===== config.mk =====
export PLATFORM = sky130hd
export DESIGN_NAME = param_seq_shifter
export DESIGN_NICKNAME = d
export VERILOG_FILES = /design/src/rtl/param_seq_shifter_pkg.sv /design/src/rtl/param_seq_shifter_shift_step.sv /design/src/rtl/param_seq_shifter.sv
export SDC_FILE = /design/constraint.sdc
export NUM_CORES = 1
export LEC_CHECK = 0
export CORE_MARGIN = 1
export CORE_UTILIZATION = 35
export DETAILED_ROUTE_END_ITERATION = 16
export GPL_TIMING_DRIVEN = 0
export PLACE_DENSITY = 0.6
export REMOVE_ABC_BUFFERS = 1
export SLEW_MARGIN = 10
export SYNTH_ARGS = -nofsm -noshare
export SYNTH_HDL_FRONTEND = slang
export SYNTH_HIERARCHICAL = 1
export SYNTH_SLANG_ARGS = --single-unit

===== constraint.sdc =====
create_clock -name clock -period 4.5 [get_ports clock]
set_input_delay 0.675 -clock clock [delete_from_list [all_inputs] [get_ports clock]]
set_output_delay 0.675 -clock clock [all_outputs]
set_load 0.01 [all_outputs]

===== src/rtl/param_seq_shifter_pkg.sv =====
// ============================================================================
// Module  : param_seq_shifter_pkg
// Brief   : Shift-mode codes and FSM state encodings for param_seq_shifter.
// Rev     : 1.0  initial release
// ============================================================================
`default_nettype none

package param_seq_shifter_pkg;

    typedef enum logic [1:0] {
        MODE_LSR = 2'b00,
        MODE_LSL = 2'b01,
        MODE_ASR = 2'b10,
        MODE_ROR = 2'b11
    } mode_e;

    typedef enum logic [1:0] {
        ST_IDLE  = 2'b00,
        ST_SHIFT = 2'b01,
        ST_DONE  = 2'b10
    } state_e;

endpackage

`default_nettype wire


===== src/rtl/param_seq_shifter_shift_step.sv =====
// ============================================================================
// Module  : shift_step
// Brief   : Combinational shift of up to STEP positions; reports the last bit out.
// Rev     : 1.0  initial release
// ============================================================================
`default_nettype none

module shift_step
    import param_seq_shifter_pkg::*;
#(
    parameter int N    = 4,
    parameter int STEP = 1,
    parameter int KW   = $clog2(STEP + 1)
) (
    input  logic [N-1:0]  data,
    input  mode_e         mode,
    input  logic [KW-1:0] k,
    output logic [N-1:0]  shifted,
    output logic          carry
);

    logic [N-1:0] w_d;
    logic         w_c;

    // Unrolled single-bit steps keep the carry equal to the bit leaving last.
    always_comb begin
        w_d = data;
        w_c = 1'b0;
        for (int j = 0; j < STEP; j++) begin
            if (KW'(j) < k) begin
                case (mode)
                    MODE_LSL: begin
                        w_c = w_d[N-1];
                        w_d = {w_d[N-2:0], 1'b0};
                    end
                    MODE_ASR: begin
                        w_c = w_d[0];
                        w_d = {w_d[N-1], w_d[N-1:1]};
                    end
                    MODE_ROR: begin
                        w_c = w_d[0];
                        w_d = {w_d[0], w_d[N-1:1]};
                    end
                    default: begin
                        w_c = w_d[0];
                        w_d = {1'b0, w_d[N-1:1]};
                    end
                endcase
            end
        end
    end

    assign shifted = w_d;
    assign carry   = w_c;

endmodule

`default_nettype wire


===== src/rtl/param_seq_shifter.sv =====
// ============================================================================
// Module  : param_seq_shifter
// Brief   : Multi-cycle LSR/LSL/ASR/ROR shifter with start/busy/done handshake.
// Rev     : 1.0  initial release
// ============================================================================
`default_nettype none

module param_seq_shifter
    import param_seq_shifter_pkg::*;
#(
    parameter  int N    = 4,
    parameter  int STEP = 1,
    localparam int AW   = $clog2(N),
    localparam int KW   = $clog2(STEP + 1)
) (
    input  logic          clock,
    input  logic          reset,
    input  logic          en,
    input  logic          start,
    input  logic [1:0]    mode,
    input  logic [AW-1:0] amount,
    input  logic [N-1:0]  data_in,
    output logic [N-1:0]  data_out,
    output logic          carry_out,
    output logic          busy,
    output logic          done
);

    localparam logic [AW-1:0] c_STEP = AW'(STEP);

    state_e        r_state;
    state_e        w_state_next;
    logic [N-1:0]  r_data;
    logic          r_carry;
    logic [AW-1:0] r_cnt;
    mode_e         r_mode;
    logic          r_busy;
    logic          r_done;

    logic          w_accept;
    logic [KW-1:0] w_k;
    logic [AW-1:0] w_cnt_next;
    logic [N-1:0]  w_shifted;
    logic          w_carry;

    assign w_accept   = start && (r_state == ST_IDLE || r_state == ST_DONE);
    assign w_k        = (r_cnt > c_STEP) ? KW'(STEP) : r_cnt[KW-1:0];
    assign w_cnt_next = r_cnt - AW'(w_k);

    shift_step #(
        .N    (N),
        .STEP (STEP),
        .KW   (KW)
    ) u_shift_step (
        .data    (r_data),
        .mode    (r_mode),
        .k       (w_k),
        .shifted (w_shifted),
        .carry   (w_carry)
    );

    always_comb begin
        w_state_next = r_state;
        case (r_state)
            ST_IDLE, ST_DONE: begin
                if (start) begin
                    w_state_next = (amount != '0) ? ST_SHIFT : ST_DONE;
                end else begin
                    w_state_next = ST_IDLE;
                end
            end
            ST_SHIFT: begin
                if (en && w_cnt_next == '0) begin
                    w_state_next = ST_DONE;
                end
            end
            default: w_state_next = ST_IDLE;
        endcase
    end

    // busy/done are registered copies of the next-state decode.
    always_ff @(posedge clock or posedge reset) begin
        if (reset) begin
            r_state <= ST_IDLE;
            r_busy  <= 1'b0;
            r_done  <= 1'b0;
        end else begin
            r_state <= w_state_next;
            r_busy  <= (w_state_next == ST_SHIFT);
            r_done  <= (w_state_next == ST_DONE);
        end
    end

    always_ff @(posedge clock or posedge reset) begin
        if (reset) begin
            r_data  <= '0;
            r_carry <= 1'b0;
            r_cnt   <= '0;
            r_mode  <= MODE_LSR;
        end else if (w_accept) begin
            r_data  <= data_in;
            r_carry <= 1'b0;
            r_cnt   <= amount;
            r_mode  <= mode_e'(mode);
        end else if (r_state == ST_SHIFT && en) begin
            r_data  <= w_shifted;
            r_carry <= w_carry;
            r_cnt   <= w_cnt_next;
        end
    end

    assign data_out  = r_data;
    assign carry_out = r_carry;
    assign busy      = r_busy;
    assign done      = r_done;

endmodule

`default_nettype wire

==> impl_metrics.csv, run 1 <==
group,metric,value,unit
run_status,run_status,"finished, final reports clean",
setup_path,critical_path.slowest_cell,"clkdlybuf4s50_1",
clock_network,clockBufferDepth,2,
route,detail_route.iter0.violations,6,
floorplan,rows,16,
route,dr.pass1.iters,4,
cells_and_area,stdcell_count,111,
power,power.density,681.9,nW/um^2
power,share_clk_of_total_power,0.113,
setup_path,cell_depth_of_the_worst_flop_to_flop_path,4,
setup_path,cp_data_required_time,3.83,ns
global_routing,grt_max_degree,14,
route,wire_per_inst,12.84,um
global_routing,via_count_of_the_first_global_routing_pass,523,
floorplan,floorplan.die_area,2382,um^2
global_routing,grt_antenna_before_repair,0,
setup_path,critPathTopFamily,"buffers and inverters",
power,power.switching_fraction,0.3510,
worst_hold_path,hp_class,"reg -> reg",
route,wl,1425,um
placement,finalWeightedCongestion,0.7102,
cells_and_area,n_antenna_cell,0,
timing,maxSlewHeadroom,0.6457,
floorplan,die_width,48.81,um
floorplan,placeableCoreArea,2002,um^2
global_routing,grt_usage,0.1370,
setup_path,critical_path.max_stage_delay,0.59,ns
setup_path,cell_chain_critical_path,"clkdlybuf4s50_1",
timing,tns,0,ns
clock_network,post_cts.repair.setup_buffers,0,
timing,report.final.setup_viol,0,
floorplan,initial_utilization,0.3831,
timing,timing.final.crit_share,0.4421,
power,pint,0.4341,mW
placement,place_ws,2.207,ns
setup_path,timing.setup.critical_path_class,"reg -> out",
setup_path,critPathArrivalTime,1.31,ns
placement,port_buffers,18,
timing,min_period,1.989,ns
route,drt_drc_violations_left,0,
power,power_leakage,0.4266,nW
synth,area_leader_netlist,"dfrtp_1",
clock_network,cts.sinks,13,
setup_path,cp_num_buf_inv,1,
timing,final_hold_viol_count,0,
floorplan,pin_count,19,
clock_network,cts.htree.levels,1,
cells_and_area,layout.cell_area.non_filler,980.9,um^2
route,route.vias.total,548,
timing,finalClockSkew,0.0006399,ns
power,combPwrFrac,0.538,
timing,tightestPinTransition,0.5309,ns
clock_network,clock_latency,0.28,ns
setup_path,setup.worst_path.start_class,"flip-flop",
timing,rsz0062_at_grt,"false",
clock_network,clock_tree_from_tritoncts,"yes",
timing,layout_setup_ws,2.511,ns
clock_network,tritoncts.num_buffers,3,
power,netSwitchingPower,0.2348,mW
worst_hold_path,worst_hold_path.num_cells,1,
cells_and_area,most_frequent_cells_in_the_layout,"clkdlybuf4s50_1 (18), dfrtp_1 (13), mux2_2 (7), mux2_4 (7)",
cells_and_area,syn2layout_area_growth,27.90,%
timing,timing_max_transition_violations_final,0,
synth,synth_top_cell_area_share,0.4241,
setup_path,kind_of_capture_point_of_the_worst_setup_path,"primary output",
power,pwr-share-seq,0.349,
synth,post_synth_instance_area,767.0,um^2
route,vias_per_cell,4.937,
timing,maxClockFrequency,502.7,MHz
clock_network,clkSlewWorstSetupHoldPaths,0.08,ns
setup_path,critical_path_depth,1,
synth,synth.lib_cells_used.distinct,20,
power,vdd.ir_drop.worst,0.0002645,V
synth,netlist_instances,65,
cells_and_area,final_common_cell,"clkdlybuf4s50_1",
synth,synth-seq-cells,13,
synth,synth_area_leaders,"dfrtp_1 (42%), mux2_4 (14%), mux2_2 (10%)",
setup_path,cp_max_fo,6,
clock_network,cts-hold-fix-buffers,0,
placement,dp.final_hpwl,1006,um
synth,synth_warnings,6,
synth,synthesis.area_per_instance,11.80,um^2
global_routing,grt_first_pass_wirelength,2408,um
placement,placed_cell_area,954.7,um^2
placement,dpl.cell_count,107,
clock_network,cts.root.buffer_cell,"clkbuf_4",
cells_and_area,drive_gt1_frac,0.2500,
timing,holdWs,0.5355,ns
synth,synth.yosys.seq_area_share,0.4241,
clock_network,post_cts.resized_instances,0,
route,ant_nets,0,
global_routing,globalRouteOverflowTotal,0,
cells_and_area,finish.net_count,97,
flow_run,maxCapViolations,0,
floorplan,die_height,48.81,um
## final cells by class
class                   count  area [um^2]
fillers                   191         1021
clock buffers               4        26.28
well taps                  27        33.78
repair buffers             18        180.2
flip-flops and latches     13        325.3
inverters                   4        15.01
multi-input cells          45        400.4
## cells by family (layout without fill, tap and decap cells)
family,Yosys count,in the layout,share of synthesized area
AOI/OAI and AO/OA,14,14,0.1273
buffers and inverters,7,26,0.05382
DFF,13,13,0.4241
muxes,17,17,0.2790
and+or+nand+nor,14,14,0.1158
## metal layers
metal | up-vias | part of all wire | GRT usage
met1 | 265 | 0.51 | 0.1802
met4 | 0 | 0.034 | 0.1176
li1 | 268 | - | -
met2 | 10 | 0.43 | 0.1968
met5 | - | 0 | 0
met3 | 5 | 0.026 | 0.01869
## power groups by stage
stage	logic (mW)	registers, mW	clock network (mW)
after detailed placement	0.361	0.237	0
after floorplan	0.248	0.237	0
final	0.360	0.233	0.0756
after global routing	0.392	0.242	0.0835
after global placement	0.356	0.235	0
after CTS	0.364	0.234	0.0767
## sequential cells by signal, summed over array words and instances, names as in the netlist
name / count
busy: 1
carry_out: 1
r_cnt: 2
r_mode: 2
r_state: 2
done: 1
data_out: 4
## through the flow
step | power, mW | util
floorplan | 0.4848 | -
detailed placement | 0.5980 | 0.4769
global route | 0.7179 | 0.4900
finish | 0.6689 | 0.4900
CTS | 0.6741 | 0.4900
global placement | 0.5907 | 0.4769
## final timing paths
path / to / startpoint / slack, ns
setup / recovery: data_out[0] / data_out[0] / 2.51
hold / removal: carry_out / carry_out / 0.54
setup reg to reg: data_out[3] / r_cnt[0] / 2.84
hold reg to reg: carry_out / carry_out / 0.54
max in group asynchronous: data_out[0] / reset / 3.42
min in group asynchronous: busy / reset / 0.72
## cells in the mapped netlist, drive strengths merged
cell and number:
a31o 1, nand2 2, dfrtp 13, nor2 4, nand2b 1, a22o 2
nor2b 5, mux2i 3, inv 4, clkbuf 1, nor3b 1, a32o 3
o22ai 1, buf 2, o21ai 4, or2 1, a21oi 3, mux2 14
(Power assumes the default switching activity.)
==> run 2: changes to the inputs <==
--- a/config.mk
+++ b/config.mk
@@ -9,7 +9,7 @@
 export CORE_UTILIZATION = 35
 export DETAILED_ROUTE_END_ITERATION = 16
 export GPL_TIMING_DRIVEN = 0
-export PLACE_DENSITY = 0.6
+export PLACE_DENSITY = 0.62
 export REMOVE_ABC_BUFFERS = 1
 export SLEW_MARGIN = 10
 export SYNTH_ARGS = -nofsm -noshare
==> constraint.sdc (replaced) <==
create_clock -name clock -period 1.6 [get_ports clock]
set_input_delay 0.24 -clock clock [delete_from_list [all_inputs] [get_ports clock]]
set_output_delay 0.24 -clock clock [all_outputs]
set_load 0.01 [all_outputs]
==> run 2 against run 1 <==
Compared with the run above:
- largest power group unchanged
- hold slack lost 0.26 ns
- critical path type is now reg -> reg
- global-route usage shrank 0.085 points
- sequential power grew to 2.8 times the previous value
- wire length shrank 4.6%
- critical path depth increased by 3
- via count up 4.6%
==> impl_metrics.csv, run 2 (synthesized netlist as in run 1, its figures left out) <==
group,metric,value,unit
global_routing,grt.met2_usage,0.2037,
floorplan,initial_utilization,0.3831,
global_routing,global_route.peak_usage_layer,"met2",
clock_network,clockBufferDepth,2,
flow_run,maxCapViolations,0,
setup_path,reg2reg_from,"r_mode[1]",
route,vias_per_cell,4.856,
timing,holdWs,0.2713,ns
cells_and_area,layout.filler_cells,194,
placement,dp.final_hpwl,967.4,um
timing,report.final.setup_viol,0,
clock_network,clock_latency,0.28,ns
clock_network,cts-hold-fix-buffers,0,
floorplan,rows,16,
timing,tns,0,ns
timing,maxSlewHeadroom,0.6717,
power,power_leakage,0.4651,nW
global_routing,grt_use_met1,0.1775,
global_routing,globalRouteOverflowTotal,0,
setup_path,setup.worst_path.start_class,"flip-flop",
cells_and_area,most_frequent_cells_in_the_layout,"clkdlybuf4s50_1 (18), dfrtp_1 (12), mux2_4 (8), buf_4 (7), mux2_2 (6)",
clock_network,clkSlewWorstSetupHoldPaths,0.08,ns
floorplan,placeableCoreArea,2002,um^2
setup_path,kind_of_capture_point_of_the_worst_setup_path,"flip-flop",
floorplan,floorplan.die_area,2382,um^2
floorplan,die_width,48.81,um
cells_and_area,drive_gt1_frac,0.3187,
power,vdd.ir_drop.worst,0.0007022,V
timing,tightestPinTransition,0.4920,ns
cells_and_area,flip_flop_count_of_the_largest_register_all_copies_and_words_added,4,
timing,finalClockSkew,0.0002781,ns
setup_path,cp_data_required_time,1.77,ns
timing,rsz0062_at_grt,"true",
setup_path,cp_max_fo,4,
placement,finalWeightedCongestion,0.7052,
setup_path,critical_path.startpoint,"r_mode[1]",
timing,timing_max_transition_violations_final,0,
timing,layout_setup_ws,0.01142,ns
cells_and_area,final_common_cell,"clkdlybuf4s50_1",
global_routing,grt_antenna_before_repair,0,
route,ant_nets,0,
floorplan,die_height,48.81,um
power,power.density,1901,nW/um^2
setup_path,worst-r2r-setup-slack,0.01,ns
clock_network,cts.sinks,13,
clock_network,tritoncts.num_buffers,3,
clock_network,cts.htree.levels,1,
global_routing,grt_first_pass_wirelength,2394,um
cells_and_area,syn2layout_area_growth,35.73,%
setup_path,timing.setup.critical_path_class,"reg -> reg",
timing,timing.final.crit_share,0.9929,
route,wl,1359,um
global_routing,grt_usage,0.1361,
clock_network,cts.root.buffer_cell,"clkbuf_4",
route,detail_route.iter0.violations,11,
clock_network,clock_tree_from_tritoncts,"yes",
placement,place_ws,-0.2766,ns
worst_hold_path,hp_class,"in -> async",
global_routing,via_count_of_the_first_global_routing_pass,539,
setup_path,critPathArrivalTime,1.76,ns
route,route.vias.total,573,
route,wire_per_inst,11.52,um
timing,min_period,1.589,ns
route,dr.pass1.iters,4,
cells_and_area,n_antenna_cell,0,
run_status,run_status,"finished, final reports clean",
setup_path,rr_endpoint,"data_out[3]",
floorplan,pin_count,19,
setup_path,cell_depth_of_the_worst_flop_to_flop_path,4,
route,drt_drc_violations_left,0,
global_routing,met3_usage,0.01869,
cells_and_area,final-seq-area,326.6,um^2
global_routing,grt_max_degree,14,
cells_and_area,finish.net_count,104,
timing,final_hold_viol_count,0,
timing,maxClockFrequency,629.5,MHz
setup_path,crit_path_end,"data_out[3]",
cells_and_area,multi_input_area,406.6,um^2
placement,port_buffers,18,
run 2: changes by cell type in the layout (fill, tap and decap cells not counted), sizes merged:
cell / before / now
buf: 0 / 7
run 2: through the flow:
stage | instance area, um^2 | util | std cells | total power [mW]
after global placement | 954.7 | 0.4769 | 107 | 1.652
final | 1041 | 0.5200 | 118 | 1.979
after global routing | 1041 | 0.5200 | 118 | 2.134
after detailed placement | 954.7 | 0.4769 | 107 | 1.671
after floorplan | 740.7 | - | 62 | 1.364
after CTS | 1026 | 0.5125 | 116 | 1.969
run 2: layer usage:
metal  vias up  share of wire
li1        285              -
met1       266           0.45
met2        19           0.49
met3         3          0.039
met4         0          0.024
met5         -              0
run 2: area by class of cell:
type	instances	share of cell area
Inverter	4	0.01442
Clock buffer	4	0.02524
Tap cell	27	0.03245
Timing Repair Buffer	25	0.2236
Sequential cell	13	0.3137
Multi-Input combinational cell	45	0.3906
run 2: worst max-delay path, stage by stage (launching register included):
cell and delay [ns]:
dfrtp_2 0.45, mux2_4 0.30, a32o_1 0.21, mux2_2 0.25, mux2_4 0.26
run 2: how the worst min path moves through the flow:
stage              start    endpoint  slack (ns)  cells past startpoint
2_1_floorplan      reset        busy        0.12                      1
3_3_place_gp   carry_out   carry_out        0.50                      1
3_5_place_dp   carry_out   carry_out        0.52                      1
4_1_cts            reset   carry_out        0.28                      2
5_1_grt            reset  r_state[0]        0.32                      2
6_report           reset        done        0.27                      2
run 2: power by group:
group	leakage, nW	internal, mW	switching, mW
clock network	0.0150	0.0969	0.113
logic	0.290	0.733	0.379
registers	0.160	0.484	0.173
run 2: timing repair:
item	4_1_cts	5_1_grt
setup endpoints to repair	2	2
pin swaps	1	1
gates resized for setup	3	0
setup buffers	5	2
